File: src/rtl/johnson_pkg.sv
// Shared types and helpers for the Johnson sequencer.
// Code/phase helpers work on MAX_W-bit zero-padded vectors so that any WIDTH < MAX_W can use them.
package johnson_pkg;

  typedef enum logic [1:0] {
    IDLE  = 2'd0,
    RUN   = 2'd1,
    PAUSE = 2'd2,
    DONE  = 2'd3
  } state_t;

  localparam int DEF_WIDTH = 4;
  localparam int DEF_CNT_W = 8;
  localparam int MAX_W     = 16;
  localparam int IDX_W     = $clog2(2 * MAX_W);

  typedef struct packed {
    logic             valid;
    logic [IDX_W-1:0] idx;
  } phase_t;

  // Shift right, feeding the inverted LSB into bit w-1.
  function automatic logic [MAX_W-1:0] johnson_next(input logic [MAX_W-1:0] code, input int w);
    logic [MAX_W-1:0] low_mask;
    logic [MAX_W-1:0] top_bit;
    low_mask = (MAX_W'(1) << (w - 1)) - MAX_W'(1);
    top_bit  = MAX_W'(1) << (w - 1);
    return ((code >> 1) & low_mask) | (code[0] ? '0 : top_bit);
  endfunction

  // Code at position k: k ones from the top for k <= w, then 2w-k ones at the bottom.
  function automatic logic [MAX_W-1:0] johnson_code(input int k, input int w);
    logic [MAX_W-1:0] full;
    logic [MAX_W-1:0] low;
    if (k <= w) begin
      full = (MAX_W'(1) << w) - MAX_W'(1);
      low  = (MAX_W'(1) << (w - k)) - MAX_W'(1);
      return full & ~low;
    end else begin
      return (MAX_W'(1) << (2 * w - k)) - MAX_W'(1);
    end
  endfunction

  function automatic phase_t johnson_phase(input logic [MAX_W-1:0] code, input int w);
    phase_t p;
    p = '0;
    for (int k = 0; k < 2 * MAX_W; k++) begin
      if ((k < 2 * w) && (code == johnson_code(k, w))) begin
        p.valid = 1'b1;
        p.idx   = IDX_W'(k);
      end
    end
    return p;
  endfunction

endpackage

File: src/rtl/johnson_core.sv
// Johnson counter register with clear, enable and illegal-code self-correction.
// An illegal code loads zero on the next enabled step instead of shifting.
module johnson_core
  import johnson_pkg::*;
#(
  parameter int WIDTH = DEF_WIDTH
) (
  input  logic             clk_i,
  input  logic             rst_i,
  input  logic             en_i,
  input  logic             clr_i,
  output logic [WIDTH-1:0] count_o
);

  logic [WIDTH-1:0] count_q;
  logic [WIDTH-1:0] count_d;
  logic [MAX_W-1:0] code_wide;
  logic [MAX_W-1:0] next_wide;
  phase_t           ph;
  logic             unused_core;

  assign code_wide   = MAX_W'(count_q);
  assign next_wide   = johnson_next(code_wide, WIDTH);
  assign ph          = johnson_phase(code_wide, WIDTH);
  assign unused_core = ^{next_wide[MAX_W-1:WIDTH], ph.idx};

  always_comb begin
    count_d = '0;
    if (ph.valid) begin
      count_d = next_wide[WIDTH-1:0];
    end
  end

  always_ff @(posedge clk_i) begin
    if (rst_i) begin
      count_q <= '0;
    end else if (clr_i) begin
      count_q <= '0;
    end else if (en_i) begin
      count_q <= count_d;
    end
  end

  assign count_o = count_q;

endmodule

File: src/rtl/johnson_seq_ctrl.sv
// Run controller for a Johnson counter: start/busy/done handshake, hold and abort,
// remaining-step tracking and combinational phase decode of the counter value.
module johnson_seq_ctrl
  import johnson_pkg::*;
#(
  parameter int WIDTH = DEF_WIDTH,
  parameter int CNT_W = DEF_CNT_W,
  localparam int PIDX_W = $clog2(2 * WIDTH)
) (
  input  logic                 clk_i,
  input  logic                 rst_i,
  input  logic                 start_i,
  input  logic [CNT_W-1:0]     step_count_i,
  input  logic                 hold_i,
  input  logic                 abort_i,
  output logic                 busy_o,
  output logic                 done_o,
  output logic [WIDTH-1:0]     count_o,
  output logic [PIDX_W-1:0]    phase_idx_o,
  output logic [2*WIDTH-1:0]   phase_strb_o,
  output logic                 illegal_flg_o
);

  state_t             state_q, state_d;
  logic [CNT_W-1:0]   remaining_q, remaining_d;
  logic               illegal_q, illegal_d;
  logic               busy_q, done_q;
  logic               core_en, core_clr;
  logic [WIDTH-1:0]   core_count;
  logic [MAX_W-1:0]   code_wide;
  phase_t             ph;
  logic               unused_ctrl;

  johnson_core #(
    .WIDTH (WIDTH)
  ) u_core (
    .clk_i   (clk_i),
    .rst_i   (rst_i),
    .en_i    (core_en),
    .clr_i   (core_clr),
    .count_o (core_count)
  );

  assign code_wide   = MAX_W'(core_count);
  assign ph          = johnson_phase(code_wide, WIDTH);
  assign unused_ctrl = ^ph.idx[IDX_W-1:PIDX_W];

  always_comb begin
    state_d     = state_q;
    remaining_d = remaining_q;
    illegal_d   = illegal_q;
    core_en     = 1'b0;
    core_clr    = 1'b0;
    unique case (state_q)
      IDLE: begin
        if (start_i) begin
          if (step_count_i != '0) begin
            state_d     = RUN;
            remaining_d = step_count_i;
            illegal_d   = 1'b0;
          end else begin
            state_d = DONE;
          end
        end
      end
      RUN: begin
        if (abort_i) begin
          state_d     = IDLE;
          remaining_d = '0;
          core_clr    = 1'b1;
        end else if (hold_i) begin
          state_d = PAUSE;
        end else begin
          core_en     = 1'b1;
          remaining_d = remaining_q - CNT_W'(1);
          // the core replaces an illegal code with zero on this step
          if (!ph.valid) begin
            illegal_d = 1'b1;
          end
          if (remaining_q == CNT_W'(1)) begin
            state_d = DONE;
          end
        end
      end
      PAUSE: begin
        if (abort_i) begin
          state_d     = IDLE;
          remaining_d = '0;
          core_clr    = 1'b1;
        end else if (!hold_i) begin
          state_d = RUN;
        end
      end
      DONE: begin
        state_d = IDLE;
      end
      default: begin
        state_d = IDLE;
      end
    endcase
  end

  always_ff @(posedge clk_i) begin
    if (rst_i) begin
      state_q     <= IDLE;
      remaining_q <= '0;
      illegal_q   <= 1'b0;
      busy_q      <= 1'b0;
      done_q      <= 1'b0;
    end else begin
      state_q     <= state_d;
      remaining_q <= remaining_d;
      illegal_q   <= illegal_d;
      busy_q      <= (state_d == RUN) || (state_d == PAUSE);
      done_q      <= (state_d == DONE);
    end
  end

  for (genvar gi = 0; gi < 2 * WIDTH; gi++) begin : g_strb
    assign phase_strb_o[gi] = ph.valid && (ph.idx == IDX_W'(gi));
  end

  assign busy_o        = busy_q;
  assign done_o        = done_q;
  assign count_o       = core_count;
  assign phase_idx_o   = ph.idx[PIDX_W-1:0];
  assign illegal_flg_o = illegal_q;

endmodule
File: config.mk
export PLATFORM = sky130hd
export DESIGN_NAME = johnson_seq_ctrl
export DESIGN_NICKNAME = d
export VERILOG_FILES = /design/src/rtl/johnson_pkg.sv /design/src/rtl/johnson_core.sv /design/src/rtl/johnson_seq_ctrl.sv
export SDC_FILE = /design/constraint.sdc
export NUM_CORES = 1
export LEC_CHECK = 0
export CORE_MARGIN = 3
export CORE_UTILIZATION = 53
export CTS_CLUSTER_DIAMETER = 30
export DETAILED_ROUTE_END_ITERATION = 6
export PLACE_DENSITY = 0.94
export REMOVE_ABC_BUFFERS = 1
export SYNTH_ARGS = -nofsm -noshare
export SYNTH_HDL_FRONTEND = slang
export SYNTH_HIERARCHICAL = 1
export SYNTH_SLANG_ARGS = --single-unit
export TNS_END_PERCENT = 10
File: constraint.sdc
create_clock -name clk_i -period 4.97 [get_ports clk_i]
set_input_delay 0.994 -clock clk_i [delete_from_list [all_inputs] [get_ports clk_i]]
set_output_delay 0.994 -clock clk_i [all_outputs]
set_load 0.03 [all_outputs]
==> results.json, run 1 <==
{
  "p_per_area_nw_per_um2": 261,
  "grt_max_degree": 18,
  "clock_latency_ns": 0.30,
  "total_power_uw": 419,
  "area_growth_pct": 26.4,
  "cts_tree": "done",
  "yosysMostFrequentCell": "dfxtp_1",
  "num_rows": 17,
  "hold_violations": 0,
  "globalplace.congestion": 0.824,
  "relSlewSlack": 0.627,
  "slowest_stage": "clkdlybuf4s50_1",
  "core_um2": 2250,
  "multi_input_area_um2": 846,
  "layout-drive-gt1-share": 0.0909,
  "dieHeight_um": 55,
  "cts.repair.resized": 0,
  "cts_setup_buffers": 0,
  "clk_pin_slew_ns": 0.11,
  "final.period_utilization": 0.616,
  "setup_slack_ns": 1.91,
  "drt-initial-drc-count": 49,
  "start_kind": "flip-flop",
  "cts_sinks": 17,
  "cpLargestDelayFamily": "buffers and inverters",
  "synth_edf_count": 0,
  "antenna_found_initial": 0,
  "synth_cells": 160,
  "wire_per_inst_um": 16.0,
  "grt_usage": 0.246,
  "fmax_ghz": 0.327,
  "setup_violations": 0,
  "cp.arrival_ns": 2.07,
  "synth_ff_type": "dfxtp_1",
  "hpwl_mm": 2.57,
  "first_pass_iters": 5,
  "worstSetupPathType": "reg2out",
  "portBuffers": 30,
  "cap_violations": 0,
  "diodes": 0,
  "status": "finished clean",
  "max-clock-path-buffers": 2,
  "drc": 0,
  "min_period_ns": 3.06,
  "instances_no_fill": 215,
  "setup_tns_ns": 0,
  "antenna_left": 0,
  "yosysUniqueCellTypes": 52,
  "drt_wl_total_mm": 3.43,
  "cp-end-kind": "primary output",
  "final-seq-area_um2": 340,
  "grt_pass1_wl_mm": 5.53,
  "clock-root-buffer": "clkbuf_4",
  "worst-path-buf-inv": 1,
  "yosys_warnings": 6,
  "whs_ns": 0.480,
  "synth_area_per_cell_um2": 7.95,
  "dieArea_um2": 3030,
  "htreeDepth": 1,
  "critical_path_peak_fanout": 16,
  "syn_area_um2": 1270,
  "synth_area_leaders": "dfxtp_1, ha_1, a21oi_1",
  "async_flop_share": 0,
  "report.final.slew_viol_count": 0,
  "p_leak_uw": 0.000582,
  "ys_ff_latch": 17,
  "synth_common_cells": "dfxtp_1, a21oi_1, inv_1, nand2_1, nor2_1",
  "grt_pass1_vias": 1304,
  "place_inst": 211,
  "synth_top_area_share": 0.267,
  "required_ns": 3.98,
  "dp_slack_ns": 2.16,
  "holdBufCountCts": 0,
  "initial_core_util": 0.564,
  "max-vdd-ir-drop_mv": 0.240,
  "min_path_type": "reg2reg",
  "tightest_slew_ns": 0.557,
  "yosysSeqAreaShare": 0.267,
  "via_count": 1302,
  "finalNetCount": 208,
  "fill_cells": 197,
  "ios": 31,
  "clock_skew_ns": 0.00515,
  "cts_buffers": 3,
  "synth_top_area_cell": "dfxtp_1",
  "cp_slowest_stage_delay_ns": 0.70,
  "path_cells": "nand2_1 > nor3b_1 > clkdlybuf4s50_1",
  "viasPerCell": 6.06,
  "overflow": 0,
  "rsz0062_at_grt": "no",
  "die_x_um": 55
}
where the power goes:
part	leakage [uW]	switching [uW]	internal [uW]
clock network	0.0000139	49.0	30.7
registers	0.000139	19.6	152
logic	0.000429	92.8	75.3
total	0.000582	161	258
worst register-to-register path: stages, from the launching register on:
cell	delay [ns]
dfxtp_1	0.45
inv_1	0.10
ha_1	0.32
a31o_2	0.28
o22a_1	0.19
o22a_1	0.21
ha_1	0.28
nor2b_1	0.12
routing by layer:
metal  global-route usage  vias up  wire length, um
li1                     -      654                -
met1                0.268      586             1390
met2                0.447       58             1730
met3               0.0831        4              278
met4               0.0729        0               34
met5                    0        -                0
layout by cell type, fill, tap and decap left out, types with 2 or more instances in the layout:
master,synthesis,layout
and3b_1,3,3
nor2_1,8,8
nand3_1,2,2
a31oi_1,3,3
nor4_2,3,3
dfxtp_1,17,17
clkdlybuf4s50_1,0,30
inv_1,14,14
a211oi_1,2,2
o21ai_0,6,6
nand3b_1,2,2
clkbuf_4,0,3
nand2_1,10,10
a32oi_1,2,2
nor4b_1,2,2
nand2b_1,4,4
a21oi_1,14,14
nor3_1,7,7
o21ai_1,2,2
nor3b_1,2,2
o22a_1,2,2
o31ai_1,3,3
o21a_1,2,2
a311oi_1,3,3
a211oi_2,2,2
ha_1,7,7
nand4_1,2,2
nor2b_1,6,6
kinds of logic after synthesis:
group / Yosys count / share of synthesized area
AOI/OAI and AO/OA: 54 / 0.304
xor gates and xnor gates: 1 / 0.00688
adders and majority gates: 7 / 0.0688
buffers and inverters: 22 / 0.0678
DFF: 17 / 0.267
and+or+nand+nor: 59 / 0.285
state kept, by name, summed over array words and instances, names as in the netlist:
signal          count
done_o              1
illegal_flg_o       1
busy_o              1
u_core/count_o      4
remaining_q         8
state_q             2
area by class of cell:
| cell class | instances | area share |
|---|---|---|
| well taps | 28 | 0.0218 |
| inverters | 15 | 0.0350 |
| clock inverters | 1 | 0.00467 |
| flip-flops and latches | 17 | 0.212 |
| multi-input cells | 121 | 0.526 |
| repair buffers | 30 | 0.187 |
| clock buffers | 3 | 0.0140 |
path summary, 6_finish.rpt:
check                            startpoint                    endpoint  slack, ns  depth (start not counted)
max          u_core/count_o[3]$_SDFFE_PP0P_             phase_strb_o[3]       1.91                          3
min              illegal_flg_o$_SDFFE_PP0P_  illegal_flg_o$_SDFFE_PP0P_       0.48                          1
max reg2reg           state_q[0]$_SDFF_PP0_           busy_o$_SDFF_PP0_       2.90                          7
min reg2reg      illegal_flg_o$_SDFFE_PP0P_  illegal_flg_o$_SDFFE_PP0P_       0.48                          1
through the flow:
step                      instance area [um2]  utilization
after global routing                     1610        0.713
after detailed placement                 1580        0.700
after floorplan                          1240            -
final                                    1610        0.713
after CTS                                1610        0.713
after global placement                   1580        0.700
(Power assumes the default switching activity.)
==> inputs of run 2 (changes only) <==
--- a/config.mk
+++ b/config.mk
@@ -6,10 +6,10 @@
 export NUM_CORES = 1
 export LEC_CHECK = 0
 export CORE_MARGIN = 3
-export CORE_UTILIZATION = 53
+export CORE_UTILIZATION = 44
 export CTS_CLUSTER_DIAMETER = 30
 export DETAILED_ROUTE_END_ITERATION = 6
-export PLACE_DENSITY = 0.94
+export PLACE_DENSITY = 0.84
 export REMOVE_ABC_BUFFERS = 1
 export SYNTH_ARGS = -nofsm -noshare
 export SYNTH_HDL_FRONTEND = slang
==> constraint.sdc (replaced) <==
create_clock -name clk_i -period 2.75 [get_ports clk_i]
set_input_delay 0.55 -clock clk_i [delete_from_list [all_inputs] [get_ports clk_i]]
set_output_delay 0.55 -clock clk_i [all_outputs]
set_load 0.03 [all_outputs]
==> results.json, run 2 (same netlist as run 1, synthesis figures left out) <==
{
  "status": "finished clean",
  "place_area_um2": 1580,
  "min_period_ns": 2.55,
  "cts_buffers": 3,
  "p_per_area_nw_per_um2": 472,
  "largest_register_ffs": 8,
  "place_inst": 213,
  "hold_violations": 0,
  "clock-root-buffer": "clkbuf_4",
  "via_count": 1354,
  "dieHeight_um": 59.8,
  "p_int_uw": 466,
  "relSlewSlack": 0.638,
  "p_switching_uw": 296,
  "layout-drive-gt1-share": 0.107,
  "portBuffers": 30,
  "multi_input_area_um2": 846,
  "max-vdd-ir-drop_mv": 0.320,
  "setup_violations": 0,
  "initial_core_util": 0.487,
  "cp.arrival_ns": 2.00,
  "whs_ns": 0.490,
  "drc": 0,
  "antenna_left": 0,
  "seqPwrFrac": 0.409,
  "grt_usage": 0.214,
  "r2r_cells": 7,
  "max-clock-path-buffers": 2,
  "grt_pass1_wl_mm": 5.92,
  "overflow": 0,
  "report.final.slew_viol_count": 0,
  "diodes": 0,
  "clk_pin_slew_ns": 0.11,
  "start_kind": "flip-flop",
  "clock_latency_ns": 0.31,
  "hpwl_mm": 2.60,
  "p_leak_uw": 0.000587,
  "fill_cells": 238,
  "final_common_cell": "clkdlybuf4s50_1",
  "rsz0062_at_grt": "no",
  "instances_no_fill": 217,
  "dieArea_um2": 3570,
  "core_um2": 2610,
  "num_rows": 18,
  "drt_wl_total_mm": 3.54,
  "design_area_um2": 1610,
  "worstSetupPathType": "reg2out",
  "htreeDepth": 1,
  "cp-end-kind": "primary output",
  "setup_tns_ns": 0,
  "fmax_ghz": 0.392,
  "cap_violations": 0,
  "area_growth_pct": 26.6,
  "clock_skew_ns": 0.00463,
  "regMostFlops": "remaining_q",
  "grt_max_degree": 18,
  "wire_per_inst_um": 16.3,
  "ios": 31,
  "p_clk_frac": 0.192,
  "combPwrFrac": 0.399,
  "final-seq-area_um2": 344,
  "holdPathStages": 1,
  "switching_share": 0.388,
  "critical_path_peak_fanout": 16,
  "grt_pass1_vias": 1314,
  "die_x_um": 59.8,
  "layout_common_cells": "clkdlybuf4s50_1, inv_1, a21oi_1, dfxtp_1, nand2_1",
  "first_pass_iters": 4,
  "finalNetCount": 208,
  "cts_tree": "done",
  "drt-initial-drc-count": 82,
  "required_ns": 2.20,
  "min_path_type": "reg2reg",
  "viasPerCell": 6.24,
  "final.period_utilization": 0.928,
  "antenna_found_initial": 0,
  "tightest_slew_ns": 0.542,
  "globalplace.congestion": 0.863,
  "cts_sinks": 17
}
-- run 2: worst max-delay path: stages (launching register included) --
cell	delay [ns]
dfxtp_1	0.63
nor2b_1	0.11
and3b_1	0.26
clkdlybuf4s50_1	0.69
-- run 2: power groups by stage --
| stage | sequential, uW | clock, uW | combinational [uW] |
|---|---|---|---|
| floorplan | 316 | 0 | 202 |
| global placement | 312 | 0 | 289 |
| detailed placement | 315 | 0 | 297 |
| CTS | 309 | 148 | 299 |
| global route | 317 | 161 | 332 |
| finish | 311 | 146 | 304 |
-- run 2: per-layer routing --
metal | global-route usage | wire, um
met5 | 0 | 0
met4 | 0.104 | 104
met3 | 0.0518 | 283
met2 | 0.356 | 1650
met1 | 0.255 | 1500
-- run 2: repair_timing --
action | 4_1_cts | 5_1_grt
hold endpoints to repair | 0 | 0
setup endpoints to repair | 0 | 3
hold buffers | 0 | 0
buffers inserted | 0 | 0
resized for setup | 0 | 3
-- run 2: path summary, 6_finish.rpt --
path	from	to	slack (ns)
max	u_core/count_o[1]$_SDFFE_PP0P_	phase_idx_o[2]	0.20
min	illegal_flg_o$_SDFFE_PP0P_	illegal_flg_o$_SDFFE_PP0P_	0.49
min reg2reg	illegal_flg_o$_SDFFE_PP0P_	illegal_flg_o$_SDFFE_PP0P_	0.49
max reg2reg	state_q[0]$_SDFF_PP0_	busy_o$_SDFF_PP0_	0.71
-- run 2: through the flow --
| stage | worst slack (ns) | power [uW] | util |
|---|---|---|---|
| 6_report | 0.198 | 761 | 0.617 |
| 3_5_place_dp | 0.379 | 612 | 0.605 |
| 4_1_cts | 0.108 | 756 | 0.615 |
| 3_3_place_gp | 0.451 | 601 | 0.605 |
| 2_1_floorplan | 0.398 | 517 | - |
| 5_1_grt | 0.0577 | 810 | 0.617 |
-- run 2: area by class of cell --
cell class / count / share of cell area
clock inverters: 1 / 0.00311
flip-flops and latches: 17 / 0.214
well taps: 30 / 0.0233
inverters: 15 / 0.0349
repair buffers: 30 / 0.186
multi-input cells: 121 / 0.525
clock buffers: 3 / 0.0140
==> RTL edit, RTL diff (config.mk and constraints of run 2) <==
The 4 states of `state_t` get a Gray code encoding in 2 bits.
--- a/src/rtl/johnson_pkg.sv
+++ b/src/rtl/johnson_pkg.sv
@@ -4,8 +4,8 @@
 
   typedef enum logic [1:0] {
-    IDLE  = 2'd0,
-    RUN   = 2'd1,
-    PAUSE = 2'd2,
-    DONE  = 2'd3
+    IDLE  = 2'b00,
+    RUN   = 2'b01,
+    PAUSE = 2'b11,
+    DONE  = 2'b10
   } state_t;
 
Function: no difference found for any inputs over 10 cycles, from zero or initial values and one cycle with rst_i high; not proved beyond that.
==> RTL edit against run 2 <==
- die area fell by 13%
- register-to-register slack better by 0.22 ns
- worst setup slack got worse by 0.033 ns
- largest cell class unchanged
- final area shrank 10%
- sequential cell count shrank 1
- routed wire length shrank 19%
- count of clock-buffer cells in the layout rose by 1
- synthesized area down 14%
Power is not compared: it rests on default switching activity, and its combinational part moved more than twofold at a synthesized area within 25%.
==> RTL edit: results <==
{
  "r2r-start": "remaining_q[0]",
  "yosysUniqueCellTypes": 45,
  "firstDrtPassIters": 5,
  "crit_fanout": 18,
  "status": "complete, no violations",
  "wl_met1_um": 1190,
  "clock_buffer_count": 4,
  "num-multi-input-gates": 114,
  "vias": 1232,
  "grt_use_met2": 0.340,
  "seq_share": 0.223,
  "ys_top_cells_by_count": "dfxtp_1, nor3_1, nand2_1",
  "routabilityCongestion": 0.842,
  "clk_share": 0.0251,
  "wl_met3_um": 207,
  "grt_pass1_wl_um": 4530,
  "yosys-top-cells-area": "dfxtp_1, nor3_1, a21oi_1",
  "grtUsageMet3": 0.0371,
  "total_power_uw": 581,
  "num-nonclk-inverters": 8,
  "seq_cell_count": 16,
  "clock-skew-final_ns": 0.0130,
  "dr_wl_met2_um": 1460,
  "met1_usage": 0.194,
  "worstMarginPinSlew_ns": 0.593,
  "fill_cells": 199,
  "yosysSeqAreaShare": 0.294,
  "buffer_area_frac": 0.223
}
-- RTL edit: cell count changes in the layout (fill, tap and decap cells not counted), moves of 4 or more --
cell     before  now
nor3_1        7   15
inv_1        14    8
nand2_1      10   14
nor2b_1       6    1
ha_1          7    2
-- RTL edit: kinds of logic (layout without fill, tap and decap cells) --
family | after synthesis | in the layout | share of synthesized area
AOI/OAI and AO/OA | 43 | 43 | 0.270
xor gates and xnor gates | 2 | 2 | 0.0161
adders and majority gates | 2 | 2 | 0.0230
buffers and inverters | 15 | 45 | 0.0632
DFF | 16 | 16 | 0.294
and+or+nand+nor | 67 | 67 | 0.333
-- RTL edit: critical path, cell delays in order (launching register included) --
cell and delay, ns:
dfxtp_1 0.67, nand2b_1 0.20, nand2_1 0.06, a21oi_1 0.13, clkdlybuf4s50_1 0.68
-- RTL edit: worst paths after layout --
| check | to | slack [ns] | cells after the start |
|---|---|---|---|
| min | remaining_q[3] | 0.52 | 2 |
| max reg2reg | remaining_q[6] | 0.93 | 6 |
| min reg2reg | remaining_q[3] | 0.52 | 2 |
| max | phase_idx_o[2] | 0.16 | 4 |
-- RTL edit: per-stage QoR --
stage	utilization	cell area (sq um)	hold slack, ns	instances	worst slack (ns)
after global placement	0.618	1410	0.491	199	0.483
after detailed placement	0.618	1410	0.508	199	0.404
final	0.636	1450	0.520	203	0.165
after CTS	0.634	1440	0.522	203	0.0816
after global routing	0.636	1450	0.549	203	0.0112
after floorplan	-	1050	0.461	138	0.488
-- RTL edit: what timing repair did --
action | in CTS | in global routing
setup endpoints to repair | 0 | 2
gates resized for setup | 0 | 2
endpoints found under the hold margin | 0 | 0
